===== config.mk =====
export PLATFORM = sky130hd
export DESIGN_NAME = ex_mem_reg
export DESIGN_NICKNAME = d
export VERILOG_FILES = /design/src/rtl/ex_mem_reg.sv
export SDC_FILE = /design/constraint.sdc
export NUM_CORES = 1
export LEC_CHECK = 0
export ABC_AREA = 1
export CORE_ASPECT_RATIO = 2
export CORE_MARGIN = 2
export CORE_UTILIZATION = 30
export CTS_BUF_LIST = sky130_fd_sc_hd__clkbuf_8
export CTS_CLUSTER_DIAMETER = 80
export DETAILED_ROUTE_END_ITERATION = 10
export GPL_TIMING_DRIVEN = 0
export HOLD_SLACK_MARGIN = 0.08
export PLACE_DENSITY_LB_ADDON = 0.25
export SLEW_MARGIN = 0
export SYNTH_ARGS = -nofsm -noshare
export SYNTH_HDL_FRONTEND = slang
export SYNTH_SLANG_ARGS = --single-unit
export TNS_END_PERCENT = 20

===== constraint.sdc =====
create_clock -name clk -period 1.85 [get_ports clk]
set_clock_uncertainty 0.15 [all_clocks]
set_input_delay 0.2775 -clock clk [delete_from_list [all_inputs] [get_ports clk]]
set_output_delay 0.2775 -clock clk [all_outputs]
set_load 0.01 [all_outputs]

===== src/rtl/ex_mem_reg.sv =====
// EX/MEM pipeline register: captures execute-stage results and control, resolves
// beq/bne taken, and exposes a forwarding tap. Priority per edge: rst > flush > stall > load.
module ex_mem_reg #(
  parameter int unsigned DATA_W = 32,
  parameter int unsigned REG_AW = 5
) (
  input  logic              clk,
  input  logic              rst,
  input  logic              stall,
  input  logic              flush,
  input  logic              ex_valid,
  input  logic [DATA_W-1:0] ex_alu_result,
  input  logic              ex_alu_zero,
  input  logic [DATA_W-1:0] ex_store_data,
  input  logic [REG_AW-1:0] ex_write_reg,
  input  logic [DATA_W-1:0] ex_branch_target,
  input  logic              ex_reg_write,
  input  logic              ex_mem_read,
  input  logic              ex_mem_write,
  input  logic              ex_mem_to_reg,
  input  logic              ex_beq,
  input  logic              ex_bne,
  output logic              mem_valid,
  output logic [DATA_W-1:0] mem_alu_result,
  output logic [DATA_W-1:0] mem_store_data,
  output logic [REG_AW-1:0] mem_write_reg,
  output logic              mem_reg_write,
  output logic              mem_mem_read,
  output logic              mem_mem_write,
  output logic              mem_mem_to_reg,
  output logic              mem_branch_taken,
  output logic [DATA_W-1:0] mem_branch_target,
  output logic              fwd_en,
  output logic [REG_AW-1:0] fwd_reg,
  output logic [DATA_W-1:0] fwd_data
);

  logic              valid_q, valid_d;
  logic [DATA_W-1:0] alu_result_q, alu_result_d;
  logic [DATA_W-1:0] store_data_q, store_data_d;
  logic [REG_AW-1:0] write_reg_q, write_reg_d;
  logic              reg_write_q, reg_write_d;
  logic              mem_read_q, mem_read_d;
  logic              mem_write_q, mem_write_d;
  logic              mem_to_reg_q, mem_to_reg_d;
  logic              taken_q, taken_d;
  logic [DATA_W-1:0] target_q, target_d;

  // Load values: control qualified by ex_valid; writes to $zero never enable write-back.
  always_comb begin
    valid_d      = ex_valid;
    alu_result_d = ex_alu_result;
    store_data_d = ex_store_data;
    write_reg_d  = ex_write_reg;
    reg_write_d  = ex_valid & ex_reg_write & (ex_write_reg != '0);
    mem_read_d   = ex_valid & ex_mem_read;
    mem_write_d  = ex_valid & ex_mem_write;
    mem_to_reg_d = ex_mem_to_reg;
    target_d     = ex_branch_target;
    taken_d      = ex_valid & ((ex_beq & ex_alu_zero) | (ex_bne & ~ex_alu_zero));
    // beq and bne together is illegal; treat it as unconditionally taken.
    if (ex_beq && ex_bne) begin
      taken_d = ex_valid;
    end
  end

  always_ff @(posedge clk) begin
    if (rst || flush) begin
      valid_q      <= 1'b0;
      alu_result_q <= '0;
      store_data_q <= '0;
      write_reg_q  <= '0;
      reg_write_q  <= 1'b0;
      mem_read_q   <= 1'b0;
      mem_write_q  <= 1'b0;
      mem_to_reg_q <= 1'b0;
      taken_q      <= 1'b0;
      target_q     <= '0;
    end else if (!stall) begin
      valid_q      <= valid_d;
      alu_result_q <= alu_result_d;
      store_data_q <= store_data_d;
      write_reg_q  <= write_reg_d;
      reg_write_q  <= reg_write_d;
      mem_read_q   <= mem_read_d;
      mem_write_q  <= mem_write_d;
      mem_to_reg_q <= mem_to_reg_d;
      taken_q      <= taken_d;
      target_q     <= target_d;
    end
  end

  always_comb begin
    mem_valid         = valid_q;
    mem_alu_result    = alu_result_q;
    mem_store_data    = store_data_q;
    mem_write_reg     = write_reg_q;
    mem_reg_write     = reg_write_q;
    mem_mem_read      = mem_read_q;
    mem_mem_write     = mem_write_q;
    mem_mem_to_reg    = mem_to_reg_q;
    mem_branch_taken  = taken_q;
    mem_branch_target = target_q;
    // Load results come from write-back, so loads never drive this tap.
    fwd_en            = reg_write_q & ~mem_read_q;
    fwd_reg           = write_reg_q;
    fwd_data          = alu_result_q;
  end

endmodule


==> key figures <==
Worst setup path
  – Critical path cell sequence: buf_4 -> clkdlybuf4s50_1
  – CP max FO: 3
  – Max incr delay on CP: approximately 0.53 ns
  – Worst path top cell family by delay: buffers and inverters
  – Setup CP Type: reg -> out
  – Critical path buffers and inverters: 2
  – Worst Setup Start Kind: flop
  – Req. time, crit path: roughly 1.4 ns
  – Slowest-stage cell, CP: clkdlybuf4s50_1
  – WP data arrival: 1.36 ns
  – Worst Setup End Kind: primary output

Logic synthesis
  – Top post-synthesis cells by area: dfxtp_1, nand2_1, a21oi_1
  – Most frequent cell after synthesis: nand2_1
  – Synth unique cells: 15
  – Cell Area, Synth: 4150 um2
  – Post-Syn Nets: 626
  – Most instantiated cells after synthesis: nand2_1, dfxtp_1, a21oi_1
  – Post-synth EDFFs: 0
  – Synth area leader: dfxtp_1
  – FFs w/ async S/R, synth: 0
  – Synthesized instance count: 513
  – Synth Warn #: 0
  – Yosys top cell area share: 0.517
  – Syn_area_per_cell: roughly 8.1 um2
  – Synthesized flop and latch total: 107
  – Seq/Total Area, Yosys: 0.517
  – Main flop type after synthesis: dfxtp_1

Timing
  – Setup tns final: 0 ns
  – Maximum clock frequency: 558 MHz
  – Fin crit period: approximately 1.8 ns
  – RSZ-0062 raised after global routing: no
  – Final period utilization: 0.969
  – Slew @ Worst Pin: about 0.46 ns
  – Max-slew headroom: 0.690
  – Final setup vio count: 0
  – Slew Viols, Final: 0
  – Final Hold Vio Count: 0

Floorplan
  – Total die area: 14800 um2
  – DIE HEIGHT: around 170 um
  – Row cnt: 60
  – Initial Util: 0.307
  – Die Span X: between 80 and 90 um
  – Core Area: 13500 um2
  – # IOs: approximately 260

Layout
  – Share of cells above drive strength 1: 0.171
  – N_diodes: 0
  – Final Net Count: 893
  – Fill cell total of the finished layout: ~1300
  – Area grow syn2layout: 71.3%

Global routing
  – Initial antenna violation count: 0
  – GRT met1 Usage: 0.172
  – Global routing usage on met3: 0.0373
  – GRT overflow: 0
  – Vias in the first global route: ~4100
  – Global routing usage on met2: 0.344
  – First-pass GRT wire length: about 20 mm
  – Pin count of the biggest net entering global routing: 18
  – Busiest grt layer: met2
  – Total GRT Usage: 0.175

Placed design
  – DP HPWL: roughly 11 mm
  – Global placement routability congestion: around 0.77
  – PortBufs: roughly 260

CTS
  – TritonCTS clock tree: yes
  – Number of gates resized after CTS: 9
  – Clock Sinks: around 110
  – H-tree Lvls: 3
  – Clk buf depth: 2
  – Root buf cell: clkbuf_8
  – Reg clk slew, reported paths: roughly 0.10 ns
  – Clock Latency Late Sink: between 0.3 and 0.4 ns
  – Post-CTS setup buffer count: 0
  – Clock buffer count from CTS: 9
  – Hold_buf cts: 0

Pwr
  – Final Power: roughly 4.5 mW
  – Seq pwr share: 0.537
  – Switching power total: ~1.2 mW
  – Clk pwr share: 0.284
  – Int Power: about 3.4 mW
  – Switching share of power: 0.258
  – Comb pwr share: 0.179
  – Lkg Pwr: roughly 2.7 nW
  – Pwr Density: 636 nW/um2
  – Maximum vdd drop: approximately 0.35 mV

Drt
  – Drt total wl: approximately 13 mm
  – Initial DRC count: about 120
  – Vias per inst: 4.48
  – Pre-Repair DR Iteration Count: 6
  – Post-DRT Antenna Nets: 0
  – Routed WL per cell: 14.3 um
  – DRC: 0
  – Routed vias: about 4200

Run status
  – Status: completed

Min path
  – Path type of the worst min-delay path: in -> reg

Job
  – MaxCap Viol Count: 0
worst reg2reg max path: stages (launching register included):
cell      delay [ns]
dfxtp_1         0.37
nor2_1          0.06
a211oi_1        0.18
cell families (layout without fill, tap and decap cells):
family	Yosys count	count (layout)	synth area share
flip-flops	107	107	0.517
buffers and inverters	78	350	0.124
AO/OA/AOI/OAI	108	108	0.159
AND/OR/NAND/NOR	220	220	0.200
power groups by stage:
stage          combinational [mW]  sequential (mW)  clock (mW)
3_3_place_gp                0.808             2.47           0
4_1_cts                     0.820             2.42        1.35
5_1_grt                     0.875             2.43        1.43
6_report                    0.808             2.42        1.28
3_5_place_dp                0.816             2.47           0
2_1_floorplan               0.280             2.50           0
per-layer routing:
metal  wire length, um  vias to the layer above
li1                  -                     2119
met1              4680                     1914
met2              7720                      157
met3               782                       18
met4               301                        0
met5                 0                        -
cell type report:
cell class,instances,area [um2],share of cell area
buffer,72,493,0.0694
timing repair buffer,256,2560,0.360
clock inverter,7,45.0,0.00634
inverter,6,22.5,0.00317
tap,155,194,0.0273
sequential,107,2180,0.307
multi-input combinational,328,1490,0.210
clock buffer,9,124,0.0174
final timing paths:
| kind | start | to | slack (ns) | cells past startpoint |
|---|---|---|---|---|
| setup / recovery | fwd_reg[4] | mem_write_reg[4] | 0.06 | 2 |
| hold / removal | stall | mem_mem_to_reg | 0.23 | 4 |
| setup reg to reg | fwd_reg[3] | fwd_reg[3] | 1.01 | 2 |
| hold reg to reg | mem_mem_write | mem_mem_write | 0.32 | 2 |
cells in the final DEF (no fill, tap or decap), types with 7 or more instances in the layout:
master and n:
clkdlybuf4s50_1 251, clkbuf_1 14, a21oi_1 76, a21oi_2 30
clkbuf_8 9, inv_1 8, buf_2 7, dfxtp_1 78
buf_4 48, nand2_1 212, dfxtp_2 29
stage by stage:
step,utilization,hold WS [ns],setup WS [ns],area [um2],cells
after floorplan,-,0.269,0.658,4150,513
after global placement,0.511,0.301,0.133,6900,924
after detailed placement,0.511,0.303,0.105,6900,924
after CTS,0.524,0.217,0.00153,7080,940
after global routing,0.525,0.225,0.000435,7100,940
final,0.525,0.235,0.0580,7100,940
Power figures use the tool's default switching activity.
